[src/rtl/mem_port_arbiter_if.sv]
// Bundles the fetch port, data port and memory backend signals of the
// unified-memory arbiter into one interface.
interface mem_port_arbiter_if #(
    parameter int ADDR_W = 32,
    parameter int DATA_W = 32
);
    logic              if_req;
    logic [ADDR_W-1:0] if_addr;
    logic [DATA_W-1:0] if_rdata;
    logic              if_valid;
    logic              if_stall;

    logic              d_req;
    logic              d_we;
    logic [ADDR_W-1:0] d_addr;
    logic [DATA_W-1:0] d_wdata;
    logic [DATA_W-1:0] d_rdata;
    logic              d_valid;
    logic              d_stall;

    logic              mem_req;
    logic              mem_we;
    logic [ADDR_W-1:0] mem_addr;
    logic [DATA_W-1:0] mem_wdata;
    logic [DATA_W-1:0] mem_rdata;
    logic              mem_ready;

    // Arbiter's view.
    modport slave (
        input  if_req, if_addr, d_req, d_we, d_addr, d_wdata, mem_rdata, mem_ready,
        output if_rdata, if_valid, if_stall, d_rdata, d_valid, d_stall,
        output mem_req, mem_we, mem_addr, mem_wdata
    );

    // Pipeline stages plus memory backend view.
    modport master (
        output if_req, if_addr, d_req, d_we, d_addr, d_wdata, mem_rdata, mem_ready,
        input  if_rdata, if_valid, if_stall, d_rdata, d_valid, d_stall,
        input  mem_req, mem_we, mem_addr, mem_wdata
    );
endinterface

[src/rtl/mem_port_arbiter.sv]
// Arbitrates a single-ported unified memory between instruction fetch and
// data access; data wins unless fetch has been starved STARVE_MAX times.
module mem_port_arbiter #(
    parameter int ADDR_W     = 32,
    parameter int DATA_W     = 32,
    parameter int STARVE_MAX = 4
) (
    input  logic                 clk,
    input  logic                 rst_n,
    mem_port_arbiter_if.slave    bus
);
    typedef enum logic [1:0] {
        IDLE   = 2'd0,
        BUSY_I = 2'd1,
        BUSY_D = 2'd2
    } state_t;

    localparam logic [3:0] STARVE_LIM = 4'(STARVE_MAX);

    state_t            state_q, state_d;
    logic [3:0]        starve_q;
    logic              req_q, we_q;
    logic [ADDR_W-1:0] addr_q;
    logic [DATA_W-1:0] wdata_q;
    logic              forced, grant_d, grant_i, done;

    assign forced = (starve_q == STARVE_LIM) && bus.if_req;

    // NOTE: every output of this block gets a default first, so no path can
    // leave a value held and infer a latch.
    always_comb begin
        state_d      = state_q;
        grant_d      = 1'b0;
        grant_i      = 1'b0;
        done         = 1'b0;
        bus.if_valid = 1'b0;
        bus.d_valid  = 1'b0;
        bus.if_rdata = '0;
        bus.d_rdata  = '0;
        unique case (state_q)
            IDLE: begin
                if (bus.d_req && !forced) begin
                    grant_d = 1'b1;
                    state_d = BUSY_D;
                end else if (bus.if_req) begin
                    grant_i = 1'b1;
                    state_d = BUSY_I;
                end
            end
            BUSY_I: begin
                if (bus.mem_ready) begin
                    done         = 1'b1;
                    bus.if_valid = 1'b1;
                    bus.if_rdata = bus.mem_rdata;
                    state_d      = IDLE;
                end
            end
            BUSY_D: begin
                if (bus.mem_ready) begin
                    done        = 1'b1;
                    bus.d_valid = 1'b1;
                    bus.d_rdata = bus.mem_rdata;
                    state_d     = IDLE;
                end
            end
            default: state_d = IDLE;
        endcase
    end

    // NOTE: state is updated with non-blocking assignments so every register
    // samples the pre-edge values; the async reset also kills an in-flight mem_req.
    always_ff @(posedge clk or negedge rst_n) begin
        if (!rst_n) state_q <= IDLE;
        else        state_q <= state_d;
    end

    always_ff @(posedge clk or negedge rst_n) begin
        if (!rst_n) begin
            req_q   <= 1'b0;
            we_q    <= 1'b0;
            addr_q  <= '0;
            wdata_q <= '0;
        end else if (grant_d) begin
            req_q   <= 1'b1;
            we_q    <= bus.d_we;
            addr_q  <= bus.d_addr;
            wdata_q <= bus.d_wdata;
        end else if (grant_i) begin
            req_q   <= 1'b1;
            we_q    <= 1'b0;
            addr_q  <= bus.if_addr;
        end else if (done) begin
            req_q   <= 1'b0;
            we_q    <= 1'b0;
        end
    end

    // Counts data grants that overtook a waiting fetch.
    always_ff @(posedge clk or negedge rst_n) begin
        if (!rst_n) begin
            starve_q <= '0;
        end else if (grant_i || (state_q == IDLE && !bus.if_req)) begin
            starve_q <= '0;
        end else if (grant_d && starve_q != STARVE_LIM) begin
            starve_q <= starve_q + 4'd1;
        end
    end

    assign bus.mem_req   = req_q;
    assign bus.mem_we    = we_q;
    assign bus.mem_addr  = addr_q;
    assign bus.mem_wdata = wdata_q;
    assign bus.if_stall  = bus.if_req && !bus.if_valid;
    assign bus.d_stall   = bus.d_req && !bus.d_valid;
endmodule
[src/flat_wrapper.sv]
// flat-port wrapper written by rule: the top's interface ports become plain ports
module mem_port_arbiter_flat 
#(
    parameter int ADDR_W     = 32,
    parameter int DATA_W     = 32,
    parameter int STARVE_MAX = 4
)
  (clk, rst_n, bus_if_req, bus_if_addr, bus_d_req, bus_d_we, bus_d_addr, bus_d_wdata, bus_mem_rdata, bus_mem_ready, bus_if_rdata, bus_if_valid, bus_if_stall, bus_d_rdata, bus_d_valid, bus_d_stall, bus_mem_req, bus_mem_we, bus_mem_addr, bus_mem_wdata);
  mem_port_arbiter_if #(.ADDR_W(ADDR_W), .DATA_W(DATA_W)) bus_i ();
  input  logic clk;
  input  logic rst_n;
  input wire logic [$bits(bus_i.if_req)-1:0] bus_if_req;
  input wire logic [$bits(bus_i.if_addr)-1:0] bus_if_addr;
  input wire logic [$bits(bus_i.d_req)-1:0] bus_d_req;
  input wire logic [$bits(bus_i.d_we)-1:0] bus_d_we;
  input wire logic [$bits(bus_i.d_addr)-1:0] bus_d_addr;
  input wire logic [$bits(bus_i.d_wdata)-1:0] bus_d_wdata;
  input wire logic [$bits(bus_i.mem_rdata)-1:0] bus_mem_rdata;
  input wire logic [$bits(bus_i.mem_ready)-1:0] bus_mem_ready;
  output wire logic [$bits(bus_i.if_rdata)-1:0] bus_if_rdata;
  output wire logic [$bits(bus_i.if_valid)-1:0] bus_if_valid;
  output wire logic [$bits(bus_i.if_stall)-1:0] bus_if_stall;
  output wire logic [$bits(bus_i.d_rdata)-1:0] bus_d_rdata;
  output wire logic [$bits(bus_i.d_valid)-1:0] bus_d_valid;
  output wire logic [$bits(bus_i.d_stall)-1:0] bus_d_stall;
  output wire logic [$bits(bus_i.mem_req)-1:0] bus_mem_req;
  output wire logic [$bits(bus_i.mem_we)-1:0] bus_mem_we;
  output wire logic [$bits(bus_i.mem_addr)-1:0] bus_mem_addr;
  output wire logic [$bits(bus_i.mem_wdata)-1:0] bus_mem_wdata;
  assign bus_i.if_req = bus_if_req;
  assign bus_i.if_addr = bus_if_addr;
  assign bus_i.d_req = bus_d_req;
  assign bus_i.d_we = bus_d_we;
  assign bus_i.d_addr = bus_d_addr;
  assign bus_i.d_wdata = bus_d_wdata;
  assign bus_i.mem_rdata = bus_mem_rdata;
  assign bus_i.mem_ready = bus_mem_ready;
  assign bus_if_rdata = bus_i.if_rdata;
  assign bus_if_valid = bus_i.if_valid;
  assign bus_if_stall = bus_i.if_stall;
  assign bus_d_rdata = bus_i.d_rdata;
  assign bus_d_valid = bus_i.d_valid;
  assign bus_d_stall = bus_i.d_stall;
  assign bus_mem_req = bus_i.mem_req;
  assign bus_mem_we = bus_i.mem_we;
  assign bus_mem_addr = bus_i.mem_addr;
  assign bus_mem_wdata = bus_i.mem_wdata;
  mem_port_arbiter #(.ADDR_W(ADDR_W), .DATA_W(DATA_W), .STARVE_MAX(STARVE_MAX)) u_core (.clk(clk), .rst_n(rst_n), .bus(bus_i));
endmodule
[config.mk]
export PLATFORM = sky130hd
export DESIGN_NAME = mem_port_arbiter_flat
export DESIGN_NICKNAME = d
export VERILOG_FILES = /design/src/rtl/mem_port_arbiter_if.sv /design/src/rtl/mem_port_arbiter.sv /design/src/flat_wrapper.sv
export SDC_FILE = /design/constraint.sdc
export NUM_CORES = 1
export LEC_CHECK = 0
export CORE_AREA = 2 2 116 96
export DETAILED_ROUTE_END_ITERATION = 12
export DIE_AREA = 0 0 118 98
export GPL_ROUTABILITY_DRIVEN = 0
export GPL_TIMING_DRIVEN = 0
export PLACE_DENSITY_LB_ADDON = 0.15
export SLEW_MARGIN = 20
export SYNTH_ARGS = -nofsm -noshare
export SYNTH_HDL_FRONTEND = slang
export SYNTH_SLANG_ARGS = --single-unit
[constraint.sdc]
create_clock -name clk -period 3.4 [get_ports clk]
set_input_delay 0.34 -clock clk [delete_from_list [all_inputs] [get_ports clk]]
set_output_delay 0.34 -clock clk [all_outputs]
set_load 0.01 [all_outputs]
==> impl_metrics.py <==
metrics = {
    "cts": {
        "numCtsBuffers": 9,
        "ctsResizeCount": 0,
        "cts_tree": "yes",
        "cts.sinks": 72,
        "h-tree-depth": 3,
        "path_clk_slew_ps": 60,
        "clockBufferDepth": 2,
        "clock_latency_ps": 330,
        "cts-root-buf": "clkbuf_16",
    },
    "floorplanning": {
        "die_height_um": 98,
        "die_w_um": 118,
        "rows": 34,
        "ioPinCount": 268,
        "coreArea_mm2": 0.01051,
        "start_util": 0.3781,
        "die-area_mm2": 0.01156,
    },
    "worst_setup_path": {
        "endpoint": "bus_d_rdata[11]",
        "critPathLaunch": "bus_mem_ready",
        "end_kind": "output port",
        "crit_required_ps": 3060,
        "cp_max_fo": 10,
        "crit_type": "in2out",
        "critPathLaunchType": "input pin",
        "critPathArrivalTime_ps": 2340,
        "r2r-start": "u_core.state_q[1]",
        "reg2reg_setup_slack_ps": 1490,
        "timing.rr.end": "u_core.bus.mem_addr[6]",
        "worstRegToRegCells": 6,
    },
    "route": {
        "wl_per_cell_um": 18.31,
        "viasPerCell": 5.222,
        "drt_iter0_markers": 226,
        "routed_wl_um": 14900,
        "num_vias": 4251,
        "antenna_left": 0,
        "dr.pass1.iters": 4,
        "drc": 0,
    },
    "finish": {
        "synthToLayoutAreaGrowth_pct": 81.73,
        "postLayoutCoreUtil": 0.6871,
        "antenna_cells": 0,
        "layout-drive-gt1-share": 0.09851,
        "fin_nets": 805,
    },
    "timing": {
        "setup_viol": 0,
        "fin_crit_sh": 0.7892,
        "skew_ps": 2.552,
        "hold_viol": 0,
        "post-route-min-period_ps": 2683,
        "tightest_slew_ps": 563.1,
        "slew_headroom": 0.6246,
        "rsz0062_at_grt": "false",
        "fmax_ghz": 0.3727,
        "finalSetupTns_ps": 0,
        "slew_violations": 0,
    },
    "synth": {
        "syn_nets": 526,
        "synthFlopType": "dfrtp_1",
        "synthArstFlopShare": 1.000,
        "ys_warn_count": 0,
        "synth_seq_cells": 72,
        "netlist_instances": 386,
        "synth_edf_count": 0,
        "synth_area_mm2": 0.003973,
        "ys_seq_area_frac": 0.4535,
        "synth_cell_types": 35,
        "synth_area_per_cell_um2": 10.29,
    },
    "power_and_ir_drop": {
        "power_leakage_nw": 3.094,
        "power_density_mw_per_mm2": 831.0,
        "peakVddDrop_mv": 0.5267,
        "power_mw": 5.999,
    },
    "status": {
        "status": "finished, final reports clean",
    },
    "global_route": {
        "grt_max_degree": 48,
        "grt_pass1_wl_um": 23400,
        "grt_antenna_before_repair": 0,
        "grt_overflow": 0,
        "grt_usage": 0.2548,
        "first_global_vias": 4353,
    },
    "run": {
        "drv_cap": 0,
    },
    "place": {
        "io_buffers": 266,
        "hpwl_um": 11330,
    },
    "min_path": {
        "hp-class": "in2reg",
    },
}
[synthesized netlist by cell type, types with 6 or more instances]
master    count  area share
ha_1          6       0.019
clkbuf_1     28       0.026
a21oi_1      33       0.042
nand2_1       7      0.0066
nor2_1       33       0.031
a41oi_1      32       0.071
dfrtp_1      72        0.45
o21ai_0      34       0.043
and3_1       64        0.10
buf_2         6      0.0076
mux2_4       29        0.11
inv_1         6      0.0057
[cell families (layout without fill, tap and decap cells)]
kind of cell | count (synthesis) | count (layout) | synth area share
simple gates | 120 | 120 | 0.1698
compound gates | 108 | 108 | 0.1742
flops | 72 | 72 | 0.4535
buf+inv | 47 | 331 | 0.06299
mux | 33 | 33 | 0.1206
fa+ha+maj | 6 | 6 | 0.01890
[layout make-up]
type                    instances  area [um2]
inverters                       6       22.52
clock inverters                 6       130.1
fillers                       813        3288
flip-flops and latches         72        1802
repair buffers                268        2698
plain buffers                  41       227.7
clock buffers                  10       239.0
well taps                     144       180.2
multi-input cells             267        1921
[per-layer routing]
layer  vias up  part of all wire  GRT usage
li1       1979                 -          -
met1      2069              0.41     0.3014
met2       190              0.50     0.4445
met3        13             0.087    0.09988
met4         0            0.0097    0.04819
met5         -                 0          0
[worst max-delay path, stage by stage]
cell,delay [ps]
clkdlybuf4s50_1,550
clkbuf_1,330
clkbuf_1,340
and3_1,250
clkdlybuf4s50_1,540
[through the flow]
stage                     hold slack (ps)  cells  instance area, um2  setup WS, ps
after floorplan                     44.41    386                3973          1679
after global placement              464.3    796                6815        -554.6
after detailed placement            283.3    797                6840         733.4
after CTS                           355.8    814                7219         729.2
after global routing                392.1    814                7219         608.7
final                               371.7    814                7219         716.9
[worst min-delay path by stage]
stage / start / end / slack [ps] / cells after the start
after detailed placement: rst_n / u_core.bus.mem_addr[22] / 280 / 1
after global placement: u_core.bus.mem_req / u_core.bus.mem_req / 460 / 2
after floorplan: rst_n / u_core.bus.mem_addr[0] / 40 / 0
after CTS: bus_if_req / u_core.state_q[0] / 360 / 4
final: bus_if_req / u_core.state_q[0] / 370 / 4
after global routing: bus_if_req / u_core.state_q[0] / 390 / 4
[cell usage in the layout (no fill, tap or decap), types with 6 or more instances in the layout]
| master | instances |
|---|---|
| nand2_1 | 7 |
| a41oi_1 | 32 |
| nor2_1 | 33 |
| o21ai_0 | 34 |
| ha_1 | 6 |
| dfrtp_1 | 72 |
| clkbuf_16 | 9 |
| clkbuf_1 | 28 |
| and3_1 | 64 |
| mux2_4 | 29 |
| buf_2 | 6 |
| inv_1 | 6 |
| a21oi_1 | 33 |
| clkdlybuf4s50_1 | 265 |
[state kept, by name, indices dropped and copies added (netlist names)]
name and count:
u_core.bus.mem_addr 32, u_core.starve_q 4, u_core.bus.mem_wdata 32, u_core.bus.mem_req 1, u_core.bus.mem_we 1, u_core.state_q 2
[where the power goes]
part | internal (mW) | total [mW] | switching (mW)
combinational | 1.79 | 3.28 | 1.49
sequential | 1.30 | 1.54 | 0.249
clock | 0.808 | 1.17 | 0.364
total | 3.90 | 6.00 | 2.10
[what timing repair did]
| action | CTS | global route |
|---|---|---|
| buffers inserted | 0 | 0 |
| endpoints found under the hold margin | 25 | 0 |
| hold buffers | 1 | 0 |
(Power assumes the default switching activity.)
